`src/rtl/pkt_buffer_pkg.sv`:
```
// -----------------------------------------------------------------------------
// pkt_buffer_pkg
// Shared definitions for the packet buffer ingress writer and the downstream
// descriptor reader: address/rank widths, writer FSM state encoding, the
// packed packet descriptor, and a saturating length increment helper.
// -----------------------------------------------------------------------------
package pkt_buffer_pkg;

    localparam int ADDR_WIDTH = 12;
    localparam int PIFO_WIDTH = 32;

    typedef enum logic [1:0] {
        IDLE  = 2'd0,
        WRITE = 2'd1,
        DROP  = 2'd2
    } writer_state_t;

    // Field order is shared with the reader; rank occupies the MSBs.
    typedef struct packed {
        logic [PIFO_WIDTH-1:0] rank;
        logic [ADDR_WIDTH-1:0] sop_addr;
        logic [ADDR_WIDTH-1:0] len;
    } desc_t;

    // Packet length counter sticks at all-ones instead of wrapping.
    function automatic logic [ADDR_WIDTH-1:0] sat_inc(input logic [ADDR_WIDTH-1:0] v);
        logic [ADDR_WIDTH-1:0] r;
        if (v == {ADDR_WIDTH{1'b1}}) begin
            r = v;
        end else begin
            r = v + {{(ADDR_WIDTH-1){1'b0}}, 1'b1};
        end
        return r;
    endfunction

endpackage

```
`src/rtl/pkt_buffer_writer_desc_fifo.sv`:
```
// -----------------------------------------------------------------------------
// desc_fifo
// Synchronous FIFO of packet descriptors. The head entry is read straight out
// of register storage, so descriptor fields are stable until popped.
// A push while full is accepted only when a pop happens in the same cycle.
//
// Ports:
//   clk, rstn        clock, synchronous active-low reset
//   push, push_data  write one descriptor
//   pop              remove the head descriptor (ignored when empty)
//   head             current head descriptor (zero after reset)
//   full, empty      occupancy flags decoded from the registered count
// -----------------------------------------------------------------------------
module desc_fifo
    import pkt_buffer_pkg::*;
#(
    parameter int DEPTH = 4
) (
    input  logic  clk,
    input  logic  rstn,
    input  logic  push,
    input  desc_t push_data,
    input  logic  pop,
    output desc_t head,
    output logic  full,
    output logic  empty
);

    localparam int PTR_W = (DEPTH > 1) ? $clog2(DEPTH) : 1;

    desc_t              mem_r [DEPTH];
    logic [PTR_W-1:0]   wr_ptr_r;
    logic [PTR_W-1:0]   rd_ptr_r;
    logic [PTR_W:0]     count_r;
    logic               push_ok_s;
    logic               pop_ok_s;

    assign full      = (count_r == (PTR_W+1)'(DEPTH));
    assign empty     = (count_r == {(PTR_W+1){1'b0}});
    assign pop_ok_s  = pop & ~empty;
    assign push_ok_s = push & (~full | pop_ok_s);
    assign head      = mem_r[rd_ptr_r];

    // Storage, pointers and occupancy count.
    always_ff @(posedge clk) begin
        if (!rstn) begin
            wr_ptr_r <= {PTR_W{1'b0}};
            rd_ptr_r <= {PTR_W{1'b0}};
            count_r  <= {(PTR_W+1){1'b0}};
            for (int i = 0; i < DEPTH; i++) begin
                mem_r[i] <= '0;
            end
        end else begin
            if (push_ok_s) begin
                mem_r[wr_ptr_r] <= push_data;
                wr_ptr_r        <= wr_ptr_r + PTR_W'(1'b1);
            end
            if (pop_ok_s) begin
                rd_ptr_r <= rd_ptr_r + PTR_W'(1'b1);
            end
            case ({push_ok_s, pop_ok_s})
                2'b10:   count_r <= count_r + (PTR_W+1)'(1'b1);
                2'b01:   count_r <= count_r - (PTR_W+1)'(1'b1);
                default: count_r <= count_r;
            endcase
        end
    end

endmodule

```
`src/rtl/pkt_buffer_writer.sv`:
```
// -----------------------------------------------------------------------------
// pkt_buffer_writer
// Ingress stage in front of the packet buffer. Writes AXI-Stream beats into
// the buffer at the free-list head, records the SOP address and rank, and
// queues a {rank, sop_addr, len} descriptor for the PIFO scheduler once the
// packet is complete. Packets starting while the buffer is almost full are
// consumed and dropped whole.
//
// Address and rank widths come from pkt_buffer_pkg so that the descriptor
// layout always matches the downstream reader.
//
// Optional build macro PKT_WRITER_STATS_EN adds stat_pkt_cnt / stat_drop_cnt.
//
// Ports:
//   clk, rstn                 clock, synchronous active-low reset
//   s_axis_*                  ingress beat (tdata/tkeep/tuser/tpifo/tlast),
//                             tvalid/tready handshake
//   buf_wr_en, buf_*          buffer write strobe and passthrough write data
//   buf_fl_head               free-list head, used as the write address
//   buf_almost_full           buffer headroom flag, sampled at SOP only
//   m_desc_*                  descriptor stream to the PIFO scheduler
//   stat_pkt_cnt/drop_cnt     (PKT_WRITER_STATS_EN) descriptors pushed /
//                             packets dropped, wrapping 32-bit counters
// -----------------------------------------------------------------------------
module pkt_buffer_writer
    import pkt_buffer_pkg::*;
#(
    parameter int DATA_WIDTH    = 256,
    parameter int TUSER_WIDTH   = 128,
    parameter int DESC_DEPTH    = 4,
    parameter int MAX_PKT_WORDS = 48
) (
    input  logic                    clk,
    input  logic                    rstn,
    input  logic [DATA_WIDTH-1:0]   s_axis_tdata,
    input  logic [DATA_WIDTH/8-1:0] s_axis_tkeep,
    input  logic [TUSER_WIDTH-1:0]  s_axis_tuser,
    input  logic [PIFO_WIDTH-1:0]   s_axis_tpifo,
    input  logic                    s_axis_tlast,
    input  logic                    s_axis_tvalid,
    output logic                    s_axis_tready,
    output logic                    buf_wr_en,
    output logic [DATA_WIDTH-1:0]   buf_tdata,
    output logic [DATA_WIDTH/8-1:0] buf_tkeep,
    output logic [TUSER_WIDTH-1:0]  buf_tuser,
    output logic [PIFO_WIDTH-1:0]   buf_tpifo,
    output logic                    buf_tlast,
    input  logic [ADDR_WIDTH-1:0]   buf_fl_head,
    input  logic                    buf_almost_full,
    output logic                    m_desc_tvalid,
    input  logic                    m_desc_tready,
    output logic [ADDR_WIDTH-1:0]   m_desc_sop_addr,
    output logic [PIFO_WIDTH-1:0]   m_desc_rank,
    output logic [ADDR_WIDTH-1:0]   m_desc_len
`ifdef PKT_WRITER_STATS_EN
    ,
    output logic [31:0]             stat_pkt_cnt,
    output logic [31:0]             stat_drop_cnt
`endif
);

    // A legal packet length must be representable in the len field.
    if (MAX_PKT_WORDS < 1 || MAX_PKT_WORDS > (2**ADDR_WIDTH) - 1) begin : g_bad_max_pkt
        $error("MAX_PKT_WORDS does not fit the descriptor length field");
    end

    localparam logic [ADDR_WIDTH-1:0] LEN_ONE = {{(ADDR_WIDTH-1){1'b0}}, 1'b1};

    writer_state_t          state_r;
    logic [ADDR_WIDTH-1:0]  sop_addr_r;
    logic [PIFO_WIDTH-1:0]  rank_r;
    logic [ADDR_WIDTH-1:0]  len_r;

    logic                   accept_s;
    logic                   push_s;
    desc_t                  push_desc_s;
    logic                   sop_drop_s;
    logic                   fifo_full_s;
    logic                   fifo_empty_s;
    desc_t                  head_s;

    // Write data goes straight to the buffer; only the strobe is qualified.
    assign buf_tdata = s_axis_tdata;
    assign buf_tkeep = s_axis_tkeep;
    assign buf_tuser = s_axis_tuser;
    assign buf_tpifo = s_axis_tpifo;
    assign buf_tlast = s_axis_tlast;

    assign accept_s = s_axis_tvalid & s_axis_tready;

    // Ingress ready: descriptor space is only checked when a new packet starts.
    always_comb begin
        s_axis_tready = 1'b0;
        if (!rstn) begin
            s_axis_tready = 1'b0;
        end else begin
            case (state_r)
                IDLE:        s_axis_tready = ~fifo_full_s;
                WRITE, DROP: s_axis_tready = 1'b1;
                default:     s_axis_tready = 1'b0;
            endcase
        end
    end

    // Write strobe, drop detection and descriptor push for the accepted beat.
    always_comb begin
        buf_wr_en   = 1'b0;
        push_s      = 1'b0;
        push_desc_s = '0;
        sop_drop_s  = 1'b0;
        case (state_r)
            IDLE: begin
                if (accept_s && buf_almost_full) begin
                    sop_drop_s = 1'b1;
                end else if (accept_s) begin
                    buf_wr_en            = 1'b1;
                    push_s               = s_axis_tlast;
                    push_desc_s.rank     = s_axis_tpifo;
                    push_desc_s.sop_addr = buf_fl_head;
                    push_desc_s.len      = LEN_ONE;
                end else begin
                    buf_wr_en = 1'b0;
                end
            end
            WRITE: begin
                if (accept_s) begin
                    buf_wr_en            = 1'b1;
                    push_s               = s_axis_tlast;
                    push_desc_s.rank     = rank_r;
                    push_desc_s.sop_addr = sop_addr_r;
                    push_desc_s.len      = sat_inc(len_r);
                end else begin
                    buf_wr_en = 1'b0;
                end
            end
            default: begin
                buf_wr_en = 1'b0;
            end
        endcase
    end

    // Packet FSM and SOP context capture.
    always_ff @(posedge clk) begin
        if (!rstn) begin
            state_r    <= IDLE;
            sop_addr_r <= {ADDR_WIDTH{1'b0}};
            rank_r     <= {PIFO_WIDTH{1'b0}};
            len_r      <= {ADDR_WIDTH{1'b0}};
        end else begin
            case (state_r)
                IDLE: begin
                    if (accept_s) begin
                        if (buf_almost_full) begin
                            state_r <= s_axis_tlast ? IDLE : DROP;
                        end else begin
                            sop_addr_r <= buf_fl_head;
                            rank_r     <= s_axis_tpifo;
                            len_r      <= LEN_ONE;
                            state_r    <= s_axis_tlast ? IDLE : WRITE;
                        end
                    end
                end
                WRITE: begin
                    // almost_full is ignored here: the headroom covers a max packet.
                    if (accept_s) begin
                        len_r <= sat_inc(len_r);
                        if (s_axis_tlast) begin
                            state_r <= IDLE;
                        end
                    end
                end
                DROP: begin
                    if (accept_s && s_axis_tlast) begin
                        state_r <= IDLE;
                    end
                end
                default: state_r <= IDLE;
            endcase
        end
    end

    // A push at tlast cannot overflow: space was checked at SOP and the FIFO
    // only drains while the packet is in flight.
    desc_fifo #(
        .DEPTH(DESC_DEPTH)
    ) u_desc_fifo (
        .clk       (clk),
        .rstn      (rstn),
        .push      (push_s),
        .push_data (push_desc_s),
        .pop       (m_desc_tready),
        .head      (head_s),
        .full      (fifo_full_s),
        .empty     (fifo_empty_s)
    );

    assign m_desc_tvalid   = ~fifo_empty_s;
    assign m_desc_rank     = head_s.rank;
    assign m_desc_sop_addr = head_s.sop_addr;
    assign m_desc_len      = head_s.len;

`ifdef PKT_WRITER_STATS_EN
    logic [31:0] pkt_cnt_r;
    logic [31:0] drop_cnt_r;

    // Wrapping packet and drop counters.
    always_ff @(posedge clk) begin
        if (!rstn) begin
            pkt_cnt_r  <= 32'd0;
            drop_cnt_r <= 32'd0;
        end else begin
            if (push_s) begin
                pkt_cnt_r <= pkt_cnt_r + 32'd1;
            end
            if (sop_drop_s) begin
                drop_cnt_r <= drop_cnt_r + 32'd1;
            end
        end
    end

    assign stat_pkt_cnt  = pkt_cnt_r;
    assign stat_drop_cnt = drop_cnt_r;
`else
    logic unused_s;
    assign unused_s = sop_drop_s;
`endif

endmodule

```
`config.mk`:
```
export PLATFORM = sky130hd
export DESIGN_NAME = pkt_buffer_writer
export DESIGN_NICKNAME = d
export VERILOG_FILES = /design/src/rtl/pkt_buffer_pkg.sv /design/src/rtl/pkt_buffer_writer_desc_fifo.sv /design/src/rtl/pkt_buffer_writer.sv
export SDC_FILE = /design/constraint.sdc
export NUM_CORES = 1
export LEC_CHECK = 0
export BUFFER_PORTS_ARGS = -buffer_cell sky130_fd_sc_hd__buf_2
export CORE_AREA = 2 2 382 384
export DETAILED_ROUTE_END_ITERATION = 7
export DIE_AREA = 0 0 384 386
export GPL_ROUTABILITY_DRIVEN = 0
export PLACE_DENSITY = 0.34
export RECOVER_POWER = 50
export SKIP_CTS_REPAIR_TIMING = 1
export SLEW_MARGIN = 20
export SYNTH_ARGS = -nofsm -noshare
export SYNTH_HDL_FRONTEND = slang
export SYNTH_HIERARCHICAL = 1
export SYNTH_SLANG_ARGS = --single-unit
```
`constraint.sdc`:
```
create_clock -name clk -period 9.6 [get_ports clk]
set_input_delay 0.96 -clock clk [delete_from_list [all_inputs] [get_ports clk]]
set_output_delay 0.96 -clock clk [all_outputs]
set_load 0.05 [all_outputs]
```
==> impl_metrics.csv, run 1 <==
group,metric,value,unit
setup_path,crit_path_start_kind,"input pin",
synthesis,yosysTopAreaCell,"edfxtp_1",
global_routing,grt_pass1_vias,9436,
routing,drc,0,
hold_path,min_path_cells,2,
pwr,cellLeakagePower,5.73,nW
cts,cts_sinks,291,
timing,tightestPinTransition,1300,ps
floorplan,start_util,0.115,
timing,fin_tns_setup,0,ps
placed_design,dp.cells,3044,
routing,ant_nets,0,
setup_path,critical_path_depth,10,
cells_and_area,fin_cells,3109,
synthesis,synth-seq-cells,291,
cts,cts_buffers,35,
routing,vias,9557,
global_routing,globalRouteOverflowTotal,0,
synthesis,syn_area,0.0166,mm^2
setup_path,crit_buf_inv,3,
cells_and_area,regArea,0.00808,mm^2
timing,fin_crit_sh,0.547,
synthesis,ys.flop_type,"edfxtp_1",
setup_path,path_cells,"clkbuf_1, and3b_4, o21a_1, nand2_1, nand2_1, and2_1, inv_1, nor4_4, buf_4, nand2b_4",
cells_and_area,multi_input_area,0.00472,mm^2
timing,hold_viol,0,
setup_path,crit_required,9750,ps
pwr,total_power,3.16,mW
cells_and_area,fin_area,0.0171,mm^2
timing,fmax,0.190,GHz
run_status,status,"finished clean",
synthesis,syn_avg_cell_area,11.2,um^2
cells_and_area,fillers,16400,
setup_path,ff2ff_path_depth,11,
setup_path,crit_slowest_cell,"nand2b_4",
routing,drt-wirelength-per-cell,37.4,um
setup_path,path_class,"in2reg",
floorplan,core_area,0.145,mm^2
pwr,peakVddDrop,0.111,mV
synthesis,syn_inst,1487,
synthesis,synth_top_area_frac,0.406,
cells_and_area,final_nets,1636,
routing,drt_iter0_markers,630,
pwr,power_density,185,mW/mm^2
cts,clkLatencyLatePin,550,ps
floorplan,die-width,384,um
setup_path,max_stage_delay,880,ps
cells_and_area,fin_util,0.118,
global_routing,antenna_found_initial,7,
floorplan,dieArea,0.148,mm^2
synthesis,yosys_warnings,6,
routing,viasPerCell,3.07,
job,cap_violations,0,
synthesis,synth-edff-count,224,
floorplan,ios,974,
placed_design,numPortBuffers,141,
routing,drt-total-wl,116,mm
cts,htree_levels,2,
cts,tritoncts,"yes",
global_routing,grt_max_degree,58,
setup_path,cp-end-kind,"register",
cells_and_area,drive_gt1_frac,0.202,
synthesis,synthArstFlopShare,0,
setup_path,cp.arrival,5400,ps
setup_path,path_delay_family,"simple AND/OR/NAND/NOR gates",
hold_path,hp-class,"reg2reg",
setup_path,cpMostUsedCell,"nand2_1",
cts,cts.clk_slew.worst_paths,60,ps
placed_design,placed_cell_area,0.0161,mm^2
cells_and_area,syn_to_final_growth,3.21,%
synthesis,yosysUniqueCellTypes,58,
global_routing,grt_util_all_layers,0.151,
timing,final.min_clock_period,5250,ps
timing,finClkSkew,24.2,ps
placed_design,place_hpwl,98.5,mm
timing,setup_violations,0,
timing,rsz0062_at_grt,"false",
cts,cts_root_buf,"clkbuf_16",
setup_path,crit_path_max_fanout,57,
floorplan,num_rows,140,
floorplan,die_h,386,um
synthesis,yosys-top-cells-area,"edfxtp_1 (41%), buf_4 (20%), and2_1 (8.6%), dfxtp_1 (8.1%), mux4_2 (7.6%)",
timing,slew_violations,0,
timing,maxSlewHeadroom,0.133,
synthesis,syn_nets,1959,
global_routing,grt_pass1_wl,137,mm
cts,clockBufferDepth,3,
routing,dr.pass1.iters,4,
synthesis,seq_area_frac_synth,0.486,
power by group:
group          internal [mW]  total [mW]  leakage, nW  switching [mW]
clock                  0.754        1.31        0.529           0.552
combinational         0.0990       0.413         2.36           0.314
sequential              1.41        1.44         2.85          0.0262
total                   2.27        3.16         5.73           0.892
per-stage QoR:
step | worst slack, ps | hold WS, ps
floorplan | 2310 | 437
global placement | 4080 | 442
detailed placement | 4040 | 448
CTS | 4560 | 456
global route | 3970 | 475
finish | 4350 | 454
worst reg2reg max path: cells and delay by family, from the launching register on:
family	cells	cell delay (ps)
flops	1	530
simple gates	7	2460
buf+inv	3	1060
compound gates	1	180
area by class of cell:
class | instances | area share
Sequential cell | 291 | 0.472
Multi-Input combinational cell | 669 | 0.276
Tap cell | 1917 | 0.140
Clock buffer | 48 | 0.0558
Timing Repair Buffer | 156 | 0.0455
Clock inverter | 16 | 0.00833
Inverter | 11 | 0.00241
Antenna cell | 1 | 0.000146
cell usage in the layout (no fill, tap or decap), types with 10 or more instances in the layout:
| cell type | synthesis | final |
|---|---|---|
| and2_1 | 228 | 226 |
| inv_1 | 11 | 10 |
| nand3_1 | 13 | 13 |
| o21ai_0 | 14 | 14 |
| mux4_2 | 56 | 56 |
| edfxtp_1 | 224 | 224 |
| buf_4 | 450 | 12 |
| clkbuf_1 | 20 | 48 |
| dfxtp_1 | 67 | 65 |
| nor2_1 | 16 | 16 |
| clkbuf_16 | 0 | 36 |
| a21oi_1 | 58 | 58 |
| buf_2 | 24 | 106 |
| nand2_1 | 194 | 193 |
path summary, 6_finish.rpt:
kind,start,endpoint,slack [ps]
hold reg to reg,rank_r[23],rank_r[23],450
hold / removal,rank_r[23],rank_r[23],450
setup reg to reg,u_desc_fifo/count_r[0],u_desc_fifo/mem_r[0][49],4830
setup / recovery,rstn,u_desc_fifo/mem_r[0][49],4350
kinds of logic (layout without fill, tap and decap cells):
family | count (synthesis) | count (layout) | synth area share
fa+ha+maj | 6 | 6 | 0.00498
flops | 291 | 291 | 0.486
xor+xnor | 8 | 8 | 0.00422
simple gates | 494 | 494 | 0.158
compound gates | 102 | 102 | 0.0367
other cells | 0 | 1 | 0
mux | 59 | 59 | 0.0779
buf+inv | 527 | 231 | 0.232
registers in the layout, summed over array words and instances, names as in the netlist, named ones only:
register and count:
u_desc_fifo/mem_r 224, sop_addr_r 12, u_desc_fifo/rd_ptr_r 2, u_desc_fifo/count_r 3, u_desc_fifo/wr_ptr_r 2, state_r 2, rank_r 32, len_r 12
synthesized netlist by cell type (5+ instances only):
| cell | n |
|---|---|
| a21oi_1 | 58 |
| and3_1 | 6 |
| xor2_1 | 6 |
| mux4_2 | 56 |
| clkbuf_1 | 20 |
| nand3_1 | 13 |
| nor3_1 | 6 |
| a31oi_1 | 5 |
| inv_1 | 11 |
| nand2b_1 | 5 |
| buf_2 | 24 |
| dfxtp_1 | 67 |
| buf_4 | 450 |
| ha_1 | 5 |
| and2_1 | 228 |
| edfxtp_1 | 224 |
| o21ai_0 | 14 |
| nor2_1 | 16 |
| buf_6 | 20 |
| nand2_1 | 194 |
metal layers:
layer / up-vias / routed length [um] / GRT usage
li1: 3944 / - / -
met1: 4473 / 23100 / 0.0864
met2: 908 / 44800 / 0.199
met3: 214 / 43100 / 0.265
met4: 18 / 4710 / 0.0557
met5: - / 673 / 0.0296
No activity file was read; power rests on OpenSTA's default activity.
==> run 2: changes to the inputs <==
- ABC_AREA: not set -> 1
- CORE_AREA: 2 2 382 384 -> 2 2 377 379
- DIE_AREA: 0 0 384 386 -> 0 0 379 381
- clock period: 9.6 -> 5.17 ns (I/O delays scaled with it)
==> impl_metrics.csv, run 2 <==
group,metric,value,unit
routing,drt-wirelength-per-cell,30.8,um
cts,tritoncts,"yes",
floorplan,num_rows,138,
routing,vias,11200,
setup_path,cp.arrival,3320,ps
timing,hold_viol,0,
timing,hold_slack,250,ps
pwr,power_density,448,mW/mm^2
timing,fmax,0.260,GHz
cells_and_area,max_flop_register,"u_desc_fifo/mem_r",
cells_and_area,largest_register_ffs,224,
routing,drt-total-wl,107,mm
floorplan,ios,974,
cells_and_area,drive_gt1_frac,0.194,
synthesis,syn_area,0.0171,mm^2
floorplan,dieArea,0.144,mm^2
timing,final.min_clock_period,3840,ps
cts,cts_root_buf,"clkbuf_16",
synthesis,seq_area_frac_synth,0.472,
global_routing,globalRouteOverflowTotal,0,
synthesis,syn_avg_cell_area,9.04,um^2
setup_path,crit_path_max_fanout,87,
timing,slew_violations,0,
synthesis,yosys.cell_count.top_type,"buf_4",
placed_design,placed_cell_area,0.0165,mm^2
floorplan,core_area,0.141,mm^2
run_status,status,"finished clean",
synthesis,syn_inst,1889,
cells_and_area,syn_to_final_growth,2.01,%
cells_and_area,final_common_cell,"nor2_1",
timing,rsz0062_at_grt,"false",
cells_and_area,final_cell_mix,"nor2_1 (263), nand2_1 (233), edfxtp_1 (224)",
synthesis,yosys_warnings,6,
synthesis,synth-seq-cells,291,
synthesis,syn_nets,2361,
routing,ant_nets,0,
cells_and_area,fillers,16200,
pwr,peakVddDrop,0.207,mV
synthesis,ys.flop_type,"edfxtp_1",
cts,clockBufferDepth,3,
synthesis,yosys-top-cells-area,"edfxtp_1 (39%), buf_4 (20%), dfxtp_1 (7.9%), nor2_1 (5.7%), nand2_1 (4.7%)",
routing,viasPerCell,3.23,
setup_path,crit_required,4650,ps
setup_path,path_class,"reg2out",
synthesis,synth.top_cells.by_count,"buf_4 (452), nor2_1 (261), edfxtp_1 (224)",
synthesis,yosysUniqueCellTypes,39,
floorplan,die-width,379,um
routing,dr.pass1.iters,5,
global_routing,grt_pass1_vias,10800,
placed_design,place_hpwl,83.8,mm
cts,htree_levels,2,
synthesis,synth-edff-count,224,
setup_path,cp-end-kind,"output port",
synthesis,yosysTopAreaCell,"edfxtp_1",
floorplan,die_h,381,um
global_routing,grt_util_all_layers,0.142,
timing,finClkSkew,13.8,ps
routing,drc,0,
hold_path,hp-class,"in2reg",
global_routing,grt_max_degree,88,
floorplan,start_util,0.122,
cells_and_area,top_regs,"u_desc_fifo/mem_r: 224 flops, rank_r: 32 flops",
cts,cts_buffers,35,
pwr,cellLeakagePower,5.51,nW
cts,cts.clk_slew.worst_paths,60,ps
job,cap_violations,0,
timing,fin_tns_setup,0,ps
global_routing,antenna_found_initial,9,
placed_design,numPortBuffers,141,
timing,tightestPinTransition,1410,ps
timing,fin_crit_sh,0.743,
timing,setup_violations,0,
cells_and_area,final_nets,2018,
synthesis,synth_top_area_frac,0.394,
cts,clkLatencyLatePin,540,ps
synthesis,synthArstFlopShare,0,
routing,drt_iter0_markers,619,
global_routing,grt_pass1_wl,130,mm
cells_and_area,fin_area,0.0174,mm^2
cts,cts_sinks,291,
timing,maxSlewHeadroom,0.0632,
setup_path,crit_path_start_kind,"register",
[run 2: final cells by class]
type                       instances  area [um^2]  area share
antenna                            1         2.50    0.000144
clock buffer                      42          902      0.0518
multi-input combinational        902         4520       0.259
tap                             1890         2360       0.136
timing repair buffer             159          807      0.0463
clock inverter                    20          163     0.00933
sequential                       291         8080       0.463
inverter                         157          594      0.0341
[run 2: path summary, 6_finish.rpt]
kind	from	to	slack [ps]	cells after the start
setup / recovery	register	m_desc_rank[24]	1330	4
setup reg to reg	state_r[0]	u_desc_fifo/mem_r[1][41]	1380	15
hold / removal	buf_fl_head[8]	sop_addr_r[8]	250	3
hold reg to reg	u_desc_fifo/rd_ptr_r[1]	register	440	1
[run 2: where the power goes]
part           internal [mW]  total (mW)  switching [mW]
Clock                   1.35        2.36            1.01
Sequential              2.65        2.77           0.124
Combinational          0.479        2.67            2.19
Total                   4.48        7.80            3.32
[run 2: cell families (layout without fill, tap and decap cells)]
| logic type | Yosys count | after routing | share of synthesized area |
|---|---|---|---|
| flip-flops | 291 | 291 | 0.472 |
| other | 0 | 1 | 0 |
| XOR/XNOR | 2 | 2 | 0.00103 |
| adder cells (fa/ha/maj) | 6 | 6 | 0.00483 |
| AND/OR/NAND/NOR | 642 | 642 | 0.180 |
| buffers and inverters | 696 | 378 | 0.263 |
| AO/OA/AOI/OAI | 252 | 252 | 0.0787 |
[run 2: metal layers]
layer | vias up | GRT usage | part of all wire
met3 | 228 | 0.141 | 0.22
met2 | 781 | 0.188 | 0.38
li1 | 4998 | - | -
met5 | - | 0.0445 | 0.0079
met1 | 5160 | 0.141 | 0.34
met4 | 16 | 0.0676 | 0.054
[run 2: through the flow]
stage	std cells	total power, mW	worst slack [ps]	utilization
after CTS	3461	8.05	1180	0.125
final	3462	7.80	1330	0.124
after global routing	3461	8.22	892	0.124
after floorplan	1889	5.45	-1520	-
after detailed placement	3399	5.63	1280	0.117
after global placement	3399	5.62	1310	0.117
[run 2: worst max-delay path, cell delays in order (launching register included)]
cell and delay (ps):
dfxtp_4 550, inv_4 830, o21ai_0 180, o22ai_1 740, buf_2 410
